**src/rtl/sound_frame_seq.sv**
```systemverilog
// -----------------------------------------------------------------------------
// sound_frame_seq
//
// APU frame sequencer. Turns a 512 Hz timebase into one-cycle enable ticks
// for the channel length counters (256 Hz), the channel 1 sweep unit (128 Hz)
// and the envelope units (64 Hz). Gated by the NR52 master enable (apu_en).
//
// Timebase source:
//   default              : falling edge of div_bit (DIV bit 12 / bit 13 in
//                          double speed), single-sample edge detect.
//   SOUND_FS_INTDIV_EN   : when this macro is defined, div_bit is ignored and
//                          an internal DIV_WIDTH-bit prescaler produces one
//                          event every DIV_MAX+1 clocks while apu_en is high.
//
// Ticks are registered: an event in cycle N executes the step held during N,
// raises its ticks for cycle N+1 only, and advances the step at the end of N.
// -----------------------------------------------------------------------------
module sound_frame_seq #(
    parameter int DIV_WIDTH = 13,
    parameter int DIV_MAX   = 8191
) (
    input  logic       clk,
    input  logic       rst,
    input  logic       apu_en,
    input  logic       div_bit,
    output logic [2:0] step,
    output logic       length_tick,
    output logic       sweep_tick,
    output logic       env_tick,
    output logic       len_phase
);

    // Step index of the frame sequencer; the name encodes what executes.
    typedef enum logic [2:0] {
        STEP0_LEN     = 3'd0,
        STEP1_IDLE    = 3'd1,
        STEP2_LEN_SWP = 3'd2,
        STEP3_IDLE    = 3'd3,
        STEP4_LEN     = 3'd4,
        STEP5_IDLE    = 3'd5,
        STEP6_LEN_SWP = 3'd6,
        STEP7_ENV     = 3'd7
    } step_e;

    step_e      step_q, step_d;
    logic [2:0] step_bits;

    logic       div_bit_q;
    logic       fs_evt;

    logic       len_tick_q, len_tick_d;
    logic       swp_tick_q, swp_tick_d;
    logic       env_tick_q, env_tick_d;

    // Elaboration-time sanity check on the prescaler configuration.
    if (DIV_WIDTH < 1 || DIV_WIDTH > 30 || DIV_MAX < 1 ||
        DIV_MAX > ((1 << DIV_WIDTH) - 1)) begin : g_bad_cfg
        $error("sound_frame_seq: DIV_MAX does not fit in DIV_WIDTH bits");
    end

    // Registered copy of div_bit for edge detection; tracks even when powered off.
    always_ff @(posedge clk or posedge rst) begin
        if (rst) begin
            div_bit_q <= 1'b0;
        end else begin
            div_bit_q <= div_bit;
        end
    end

`ifdef SOUND_FS_INTDIV_EN
    logic [DIV_WIDTH-1:0] presc_q, presc_d;
    logic                 presc_wrap;

    // Prescaler next value: count while powered, wrap at terminal count.
    always_comb begin
        presc_wrap = (presc_q == DIV_WIDTH'(DIV_MAX));
        presc_d    = presc_q + 1'b1;
        if (!apu_en || presc_wrap) begin
            presc_d = '0;
        end
    end

    // Prescaler register, cleared by reset.
    always_ff @(posedge clk or posedge rst) begin
        if (rst) begin
            presc_q <= '0;
        end else begin
            presc_q <= presc_d;
        end
    end

    assign fs_evt = apu_en & presc_wrap;
`else
    assign fs_evt = div_bit_q & ~div_bit & apu_en;
`endif

    // Sequencer state register plus the registered tick outputs.
    always_ff @(posedge clk or posedge rst) begin
        if (rst) begin
            step_q     <= STEP0_LEN;
            len_tick_q <= 1'b0;
            swp_tick_q <= 1'b0;
            env_tick_q <= 1'b0;
        end else begin
            step_q     <= step_d;
            len_tick_q <= len_tick_d;
            swp_tick_q <= swp_tick_d;
            env_tick_q <= env_tick_d;
        end
    end

    // Next step: power-off forces step 0, an event advances with 3-bit wrap.
    always_comb begin
        step_d = step_q;
        if (!apu_en) begin
            step_d = STEP0_LEN;
        end else if (fs_evt) begin
            step_d = step_e'(step_q + 3'd1);
        end
    end

    // Tick decode for the step executing this cycle; zero without an event.
    always_comb begin
        len_tick_d = 1'b0;
        swp_tick_d = 1'b0;
        env_tick_d = 1'b0;
        if (fs_evt) begin
            unique case (step_q)
                STEP0_LEN, STEP4_LEN: begin
                    len_tick_d = 1'b1;
                end
                STEP2_LEN_SWP, STEP6_LEN_SWP: begin
                    len_tick_d = 1'b1;
                    swp_tick_d = 1'b1;
                end
                STEP7_ENV: begin
                    env_tick_d = 1'b1;
                end
                default: begin
                    len_tick_d = 1'b0;
                end
            endcase
        end
    end

    assign step_bits   = step_q;
    assign step        = step_bits;
    assign len_phase   = step_bits[0];
    assign length_tick = len_tick_q;
    assign sweep_tick  = swp_tick_q;
    assign env_tick    = env_tick_q;

endmodule

```
**config.mk**
```make
export PLATFORM = sky130hd
export DESIGN_NAME = sound_frame_seq
export DESIGN_NICKNAME = d
export VERILOG_FILES = /design/src/rtl/sound_frame_seq.sv
export SDC_FILE = /design/constraint.sdc
export NUM_CORES = 1
export LEC_CHECK = 0
export CELL_PAD_IN_SITES_DETAIL_PLACEMENT = 1
export CELL_PAD_IN_SITES_GLOBAL_PLACEMENT = 2
export CORE_UTILIZATION = 25
export DETAILED_ROUTE_END_ITERATION = 6
export HOLD_SLACK_MARGIN = 0.1
export PLACE_DENSITY = 0.69
export SYNTH_ARGS = -nofsm -noshare
export SYNTH_HDL_FRONTEND = slang
export SYNTH_SLANG_ARGS = --single-unit
```
**constraint.sdc**
```tcl
create_clock -name clk -period 1.3 [get_ports clk]
set_input_delay 0.26 -clock clk [delete_from_list [all_inputs] [get_ports clk]]
set_output_delay 0.26 -clock clk [all_outputs]
set_load 0.03 [all_outputs]
```
-- Word level (Yosys, flattened, before mapping)
Cells that the tools add are included.
- bitwise logic cells: 3
- reduce and logical (&&, ||, !) cells: 3
- mux-type cells: 8
- $add $sub $neg: 1
- equal/unequal tests: 5
- operators with widths (operator ; count):
    $eq A3 B3 Y1 const B ; 3
    $mux W1 ; 6
    $mux W3 ; 2
    $reduce_or A4 Y1 ; 1
    $add A3 B1 Y3 const B ; 1
    $eq A3 B2 Y1 const B ; 1
    $logic_not A3 Y1 ; 1
    $and A1 B1 Y1 ; 2
    $ne A2 B1 Y1 const B ; 1
    $reduce_or A2 Y1 ; 1
    $not A1 Y1 ; 1
- register bits: 7
- input bits: 4
- word-level logic and storage cells: 25

-- Depth between registers and ports, before layout
Gate-level depths: netlist of the first run.
- depth after elaboration: 5
- gate-level depth with buffers: 4

-- Least setup slack after synthesis of the first run
No wires, ideal clock.
- path kind: reg2reg
- start: register step_q[1] (netlist: step[1])
- end: register step_q[2] (netlist: step[2])
- library setup time: 0.123 ns
- data required time: 1.177 ns
- data arrival time: 1.125 ns
- path buffers: 0
- clock period less this slack: 1.248 ns
- cell stages (with the launch flop): 5
- slack: 0.052 ns
- path through: dfrtp_1 ha_1 ha_1 nand2_1 mux2i_1
- cells in the longest elaborated chain, start to end: 3
- RTL lines (element ; line ; text):
    from (decl) ; 45 ; step_e step_q, step_d;
    from (signal assigned) ; 105 ; step_q <= step_d;
    $add A3 B1 Y3 ; 118 ; step_d = step_e'(step_q + 3'd1);
    $mux W3 ; 117 ; end else if (fs_evt) begin
    $mux W3 ; 115 ; if (!apu_en) begin
Every way passes these cells. The select of a mux whose other input is x is not followed.
A chain may end at the register's enable or synchronous reset.

-- Worst setup path after layout of the first run
- start: register len_tick_q (netlist: length_tick)
- end: output port length_tick
- RTL lines (element ; line ; text):
    from (decl) ; 51 ; logic len_tick_q, len_tick_d;
    from (signal assigned) ; 106 ; len_tick_q <= len_tick_d;
    to (decl) ; 27 ; output logic length_tick,
No word-level cell between the ends.

==> results.yml, run 1 <==
run_status:
  status: "finished, final reports clean"
cells_and_area:
  final_nets: 51
  seqCellArea_um2: 175
  fill_cells: 139
  multi_input_area_um2: 134
  area_growth_pct: 35.6
  drive_gt1_share_pct: 19.0
  antenna_cells: 0
synth:
  synth_top_area_cell: "dfrtp_1"
  syn_nets: 38
  synth_top_area_share_pct: 51.9
  yosys-top-cells-area: "dfrtp_1 52%, ha_1 15%, mux2i_1 5.9%"
  synth_area_um2: 338
  synthCells: 30
  avgSynthCellArea_um2: 11.3
  ys_seq_area_share_pct: 51.9
  yosysUniqueCellTypes: 13
  yosys_warnings: 0
  ys_seq_elements: 7
critical_path:
  max_stage_delay_ns: 0.39
  worst-path-max-fanout: 1
  cp-end-kind: "output pin"
  crit_slowest_cell: "dlygate4sd2_1"
  cp_num_buf_inv: 1
  crit_path_cell_trace: "dlygate4sd2_1"
  crit_required_ns: 1.04
  cp.arrival_ns: 0.95
  r2r-start: "step[1]"
  criticalPathCategory: "register to output pin"
  worstSetupStartpointType: "register"
  cpLargestDelayFamily: "buffers and inverters"
  startpoint: "length_tick"
clocking:
  cts_max_level: 1
  worstSkewPairLatency_ns: 0.24
  root_buffer: "clkbuf_4"
  cts_sinks: 7
  numCtsBuffers: 3
  postCtsHoldBufs: 0
  clockBufferDepth: 2
  clkTransAtPathRegs_ns: 0.05
  post-cts-setup-buffers: 0
  tritoncts: "yes"
  cts_resized: 3
detailed_routing:
  firstDrtPassIters: 2
  via_per_inst: 4.34
  drc: 0
  vias: 243
  wl_um: 619
  drt_iter0_markers: 3
  drtAntennaViolNets: 0
  wl_per_cell_um: 11.1
placed_design:
  port_buffers: 10
  hpwl_um: 485
  gp_congestion: 0.675
  dp_slack_ns: 0.0395
power_and_ir_drop:
  peakVddDrop_v: 0.000343
  power_leakage_nw: 0.255
  p_per_area_nw_per_um2: 1060
sta:
  rsz0062_at_grt: "false"
  clock_skew_ns: 0.00133
  fin_crit_ns: 1.21
  setup_violations: 0
  worstMarginPinSlew_ns: 0.308
  slew_violations: 0
  fin_tns_setup_ns: 0
  hold_violations: 0
  worst_slack_ns: 0.0923
  max_slew_margin_pct: 79.5
  period_share_pct: 92.9
  fmax_mhz: 828
die:
  die_y_um: 38.8
  die_w_um: 38.8
  rows: 12
  die-area_um2: 1500
  start_util_pct: 28.5
  pin_count: 11
  core_area_um2: 1190
global_routing:
  antenna_found_initial: 0
  grt_pass1_wl_um: 1140
  overflow: 0
  grt_usage_pct: 12.3
  grt_max_degree: 10
  grt_pass1_vias: 259
run:
  drv_cap: 0
worst_hold_path:
  hold_path_class: "input pin to async pin"
stage by stage:
stage | area [um^2] | hold slack [ns] | total power, mW | util, % | cells
global placement | 435 | 0.509 | 0.298 | 36.7 | 52
CTS | 458 | 0.254 | 0.501 | 38.6 | 56
finish | 458 | 0.248 | 0.486 | 38.6 | 56
detailed placement | 435 | 0.516 | 0.301 | 36.7 | 52
floorplan | 338 | 0.0634 | 0.275 | - | 30
global route | 458 | 0.281 | 0.530 | 38.6 | 56
path summary, 6_finish.rpt:
kind / to / slack [ns] / cells after the start
worst max-delay path: length_tick / 0.09 / 1
worst min-delay path: div_bit_q / 0.25 / 2
worst max register to register: step[2] / 0.13 / 4
worst min register to register: step[0] / 0.55 / 2
max in group asynchronous: step[0] / 0.84 / 2
min in group clk: div_bit_q / 0.52 / 1
logic make-up after synthesis:
kind of cell	after synthesis	synth area share, %
adders and majority gates	4	14.8
DFF	7	51.9
buffers and inverters	6	8.52
muxes	2	5.93
AOI/OAI and AO/OA	2	4.44
and+or+nand+nor	9	14.4
routing by layer:
metal  vias to the layer above  part of all wire [%]  track usage, %  wire (um)
met1                       116                    46            13.5        287
met3                         0                   7.3            6.94         45
li1                        118                     -               -          -
met2                         9                    46            16.7        286
met4                         0                     0            10.3          0
met5                         -                     0               0          0
sequential cells by signal, indices dropped and copies added (netlist names):
signal / flops
step: 3
env_tick: 1
sweep_tick: 1
length_tick: 1
div_bit_q: 1
synthesized netlist by cell type (all sizes together):
cell type  n
dfrtp      7
o211a      1
o21ai      1
buf        2
nor2b      1
nand4bb    1
and3       2
ha         4
inv        3
mux2i      2
nand2      5
clkbuf     1
final cells by class:
type	instances	share of cell area [%]
sequential	7	38.3
inverter	3	2.46
multi-input combinational	17	29.2
timing repair buffer	11	20.5
tap	14	3.83
clock buffer	4	5.74
cell usage in the layout, fill, tap and decap left out, types with 2 or more instances in the layout:
| master | synthesis | layout |
|---|---|---|
| nand2_1 | 5 | 5 |
| and3_1 | 2 | 2 |
| dfrtp_1 | 7 | 7 |
| dlygate4sd2_1 | 0 | 3 |
| inv_1 | 3 | 3 |
| clkdlybuf4s50_1 | 0 | 3 |
| ha_1 | 4 | 4 |
| buf_4 | 1 | 5 |
| clkbuf_4 | 0 | 3 |
| mux2i_1 | 2 | 2 |
report_power, final:
group	total [mW]	internal, mW	switching [mW]	leakage, nW
Sequential	0.231	0.225	0.00619	0.0943
Clock	0.191	0.117	0.0745	0.0150
Combinational	0.0636	0.0275	0.0361	0.146
Total	0.486	0.369	0.117	0.255
Power figures use the tool's default switching activity.
==> inputs of run 2 (changes only) <==
- clock period: 1.3 -> 1.2 ns (I/O delays scaled with it)
==> run 2 against run 1 <==
Effect of this change:
- sequential share of layout area down 2.6 points
- clock skew rose by 0.0073 ns
- flip-flop and latch count did not move
- non-clock buffer count rose by 3
- routed wire length up 1.1%
- combinational power is 37% higher
- global-route usage decreased by 2.4 points
- clock power grew 8%
- first-iteration DRC count decreased by 100%
- critical endpoint is now len_phase
- largest cell class unchanged
- highest routed layer unchanged
==> results.yml, run 2 (synthesized netlist as in run 1, its figures left out) <==
detailed_routing:
  via_per_inst: 4.24
  vias: 250
  firstDrtPassIters: 1
  drtAntennaViolNets: 0
  wl_per_cell_um: 10.6
  wl_um: 626
  drt_iter0_markers: 0
  drc: 0
run_status:
  status: "finished, final reports clean"
clocking:
  clockBufferDepth: 2
  worstSkewPairLatency_ns: 0.24
  postCtsHoldBufs: 0
  numCtsBuffers: 3
  root_buffer: "clkbuf_4"
  tritoncts: "yes"
  post-cts-setup-buffers: 0
  clkTransAtPathRegs_ns: 0.06
  cts_max_level: 1
  cts_sinks: 7
  cts_resized: 0
die:
  pin_count: 11
  core_area_um2: 1190
  start_util_pct: 28.5
  die_y_um: 38.8
  rows: 12
  die_w_um: 38.8
  die-area_um2: 1500
placed_design:
  port_buffers: 10
  placed_cells: 55
  dp_slack_ns: -0.0429
  placed_cell_area_um2: 453
  gp_congestion: 0.677
cells_and_area:
  antenna_cells: 0
  fill_cells: 142
  postLayoutCoreUtil_pct: 42.0
  final_nets: 54
  area_growth_pct: 47.4
  largest_reg_flops: 3
  fin_area_um2: 498
  layout_commonest_cell: "buf_4"
  final_cell_mix: "7 x buf_4, 5 x nand2_1, 5 x dfrtp_1"
  seqCellArea_um2: 178
  multi_input_area_um2: 136
  finalNonFillerCells: 59
  drive_gt1_share_pct: 40.0
sta:
  fmax_mhz: 855
  fin_tns_setup_ns: 0
  worst_slack_ns: 0.0309
  whs_ns: 0.221
  rsz0062_at_grt: "true"
  fin_crit_ns: 1.17
  setup_violations: 0
  hold_violations: 0
  period_share_pct: 97.4
  worstMarginPinSlew_ns: 0.281
  slew_violations: 0
  clock_skew_ns: 0.00867
  max_slew_margin_pct: 81.2
critical_path:
  critPathMostFrequentCell: "buf_6"
  crit_required_ns: 0.96
  crit_slowest_cell: "dfrtp_2"
  worst-path-max-fanout: 4
  max_stage_delay_ns: 0.43
  cp.arrival_ns: 0.93
  cp-end-kind: "output pin"
  worstSetupStartpointType: "register"
  crit_path_cell_trace: "buf_6 -> buf_6"
  criticalPathCategory: "register to output pin"
power_and_ir_drop:
  p_int_mw: 0.408
  comb_power_share_pct: 16.0
  power_leakage_nw: 0.263
  peakVddDrop_v: 0.000438
  seqPwrFrac_pct: 45.8
  switching_share_pct: 24.9
  p_total_mw: 0.543
  p_clk_share_pct: 38.2
  p_per_area_nw_per_um2: 1090
  p_switching_mw: 0.135
global_routing:
  grt_pass1_vias: 232
  grt_usage_pct: 9.92
  grt_pass1_wl_um: 979
  grt_max_degree: 10
  overflow: 0
  antenna_found_initial: 0
run:
  drv_cap: 0
worst_hold_path:
  hold_path_class: "input pin to async pin"
-- run 2: cell count changes in the layout (fill, tap and decap cells not counted) --
| cell | before | now |
|---|---|---|
| ha_2 | 0 | 1 |
| clkinv_2 | 0 | 1 |
| dfrtp_2 | 0 | 2 |
| buf_6 | 0 | 4 |
| ha_1 | 4 | 3 |
| dfrtp_1 | 7 | 5 |
| buf_4 | 5 | 7 |
| dlygate4sd2_1 | 3 | 0 |
| clkbuf_1 | 1 | 0 |
-- run 2: critical path: cells and delay by family (launching register included) --
kind | cells | cell delay [ns]
flops | 1 | 0.43
buf+inv | 2 | 0.26
-- run 2: power groups by stage --
stage | clock (mW) | combinational, mW | sequential (mW)
2_1_floorplan | 0 | 0.0339 | 0.264
3_3_place_gp | 0 | 0.0789 | 0.252
3_5_place_dp | 0 | 0.0821 | 0.252
4_1_cts | 0.212 | 0.0831 | 0.248
5_1_grt | 0.223 | 0.0950 | 0.250
6_report | 0.207 | 0.0871 | 0.248
-- run 2: path summary, 6_finish.rpt --
| kind | start | to | slack (ns) | depth (start not counted) |
|---|---|---|---|---|
| setup / recovery | step[0] | len_phase | 0.03 | 2 |
| hold reg to reg | step[2] | step[2] | 0.56 | 2 |
| hold / removal | rst | step[2] | 0.22 | 2 |
| min in group clk | step[2] | step[2] | 0.56 | 2 |
| setup reg to reg | step[0] | step[2] | 0.08 | 4 |
| max in group asynchronous | rst | step[1] | 0.75 | 2 |
-- run 2: final cells by class --
type | count | area share [%]
Multi-Input combinational cell | 17 | 27.4
Clock buffer | 3 | 4.52
Clock inverter | 1 | 1.01
Inverter | 3 | 2.26
Timing Repair Buffer | 14 | 25.6
Sequential cell | 7 | 35.7
Tap cell | 14 | 3.52
-- run 2: per-layer routing --
layer / vias to the layer above / share of wire, % / GRT usage, %
met5: - / 0 / 0
met4: 0 / 0 / 0
met3: 0 / 7.3 / 3.47
met2: 9 / 52 / 19.2
met1: 117 / 40 / 10.8
li1: 124 / - / -
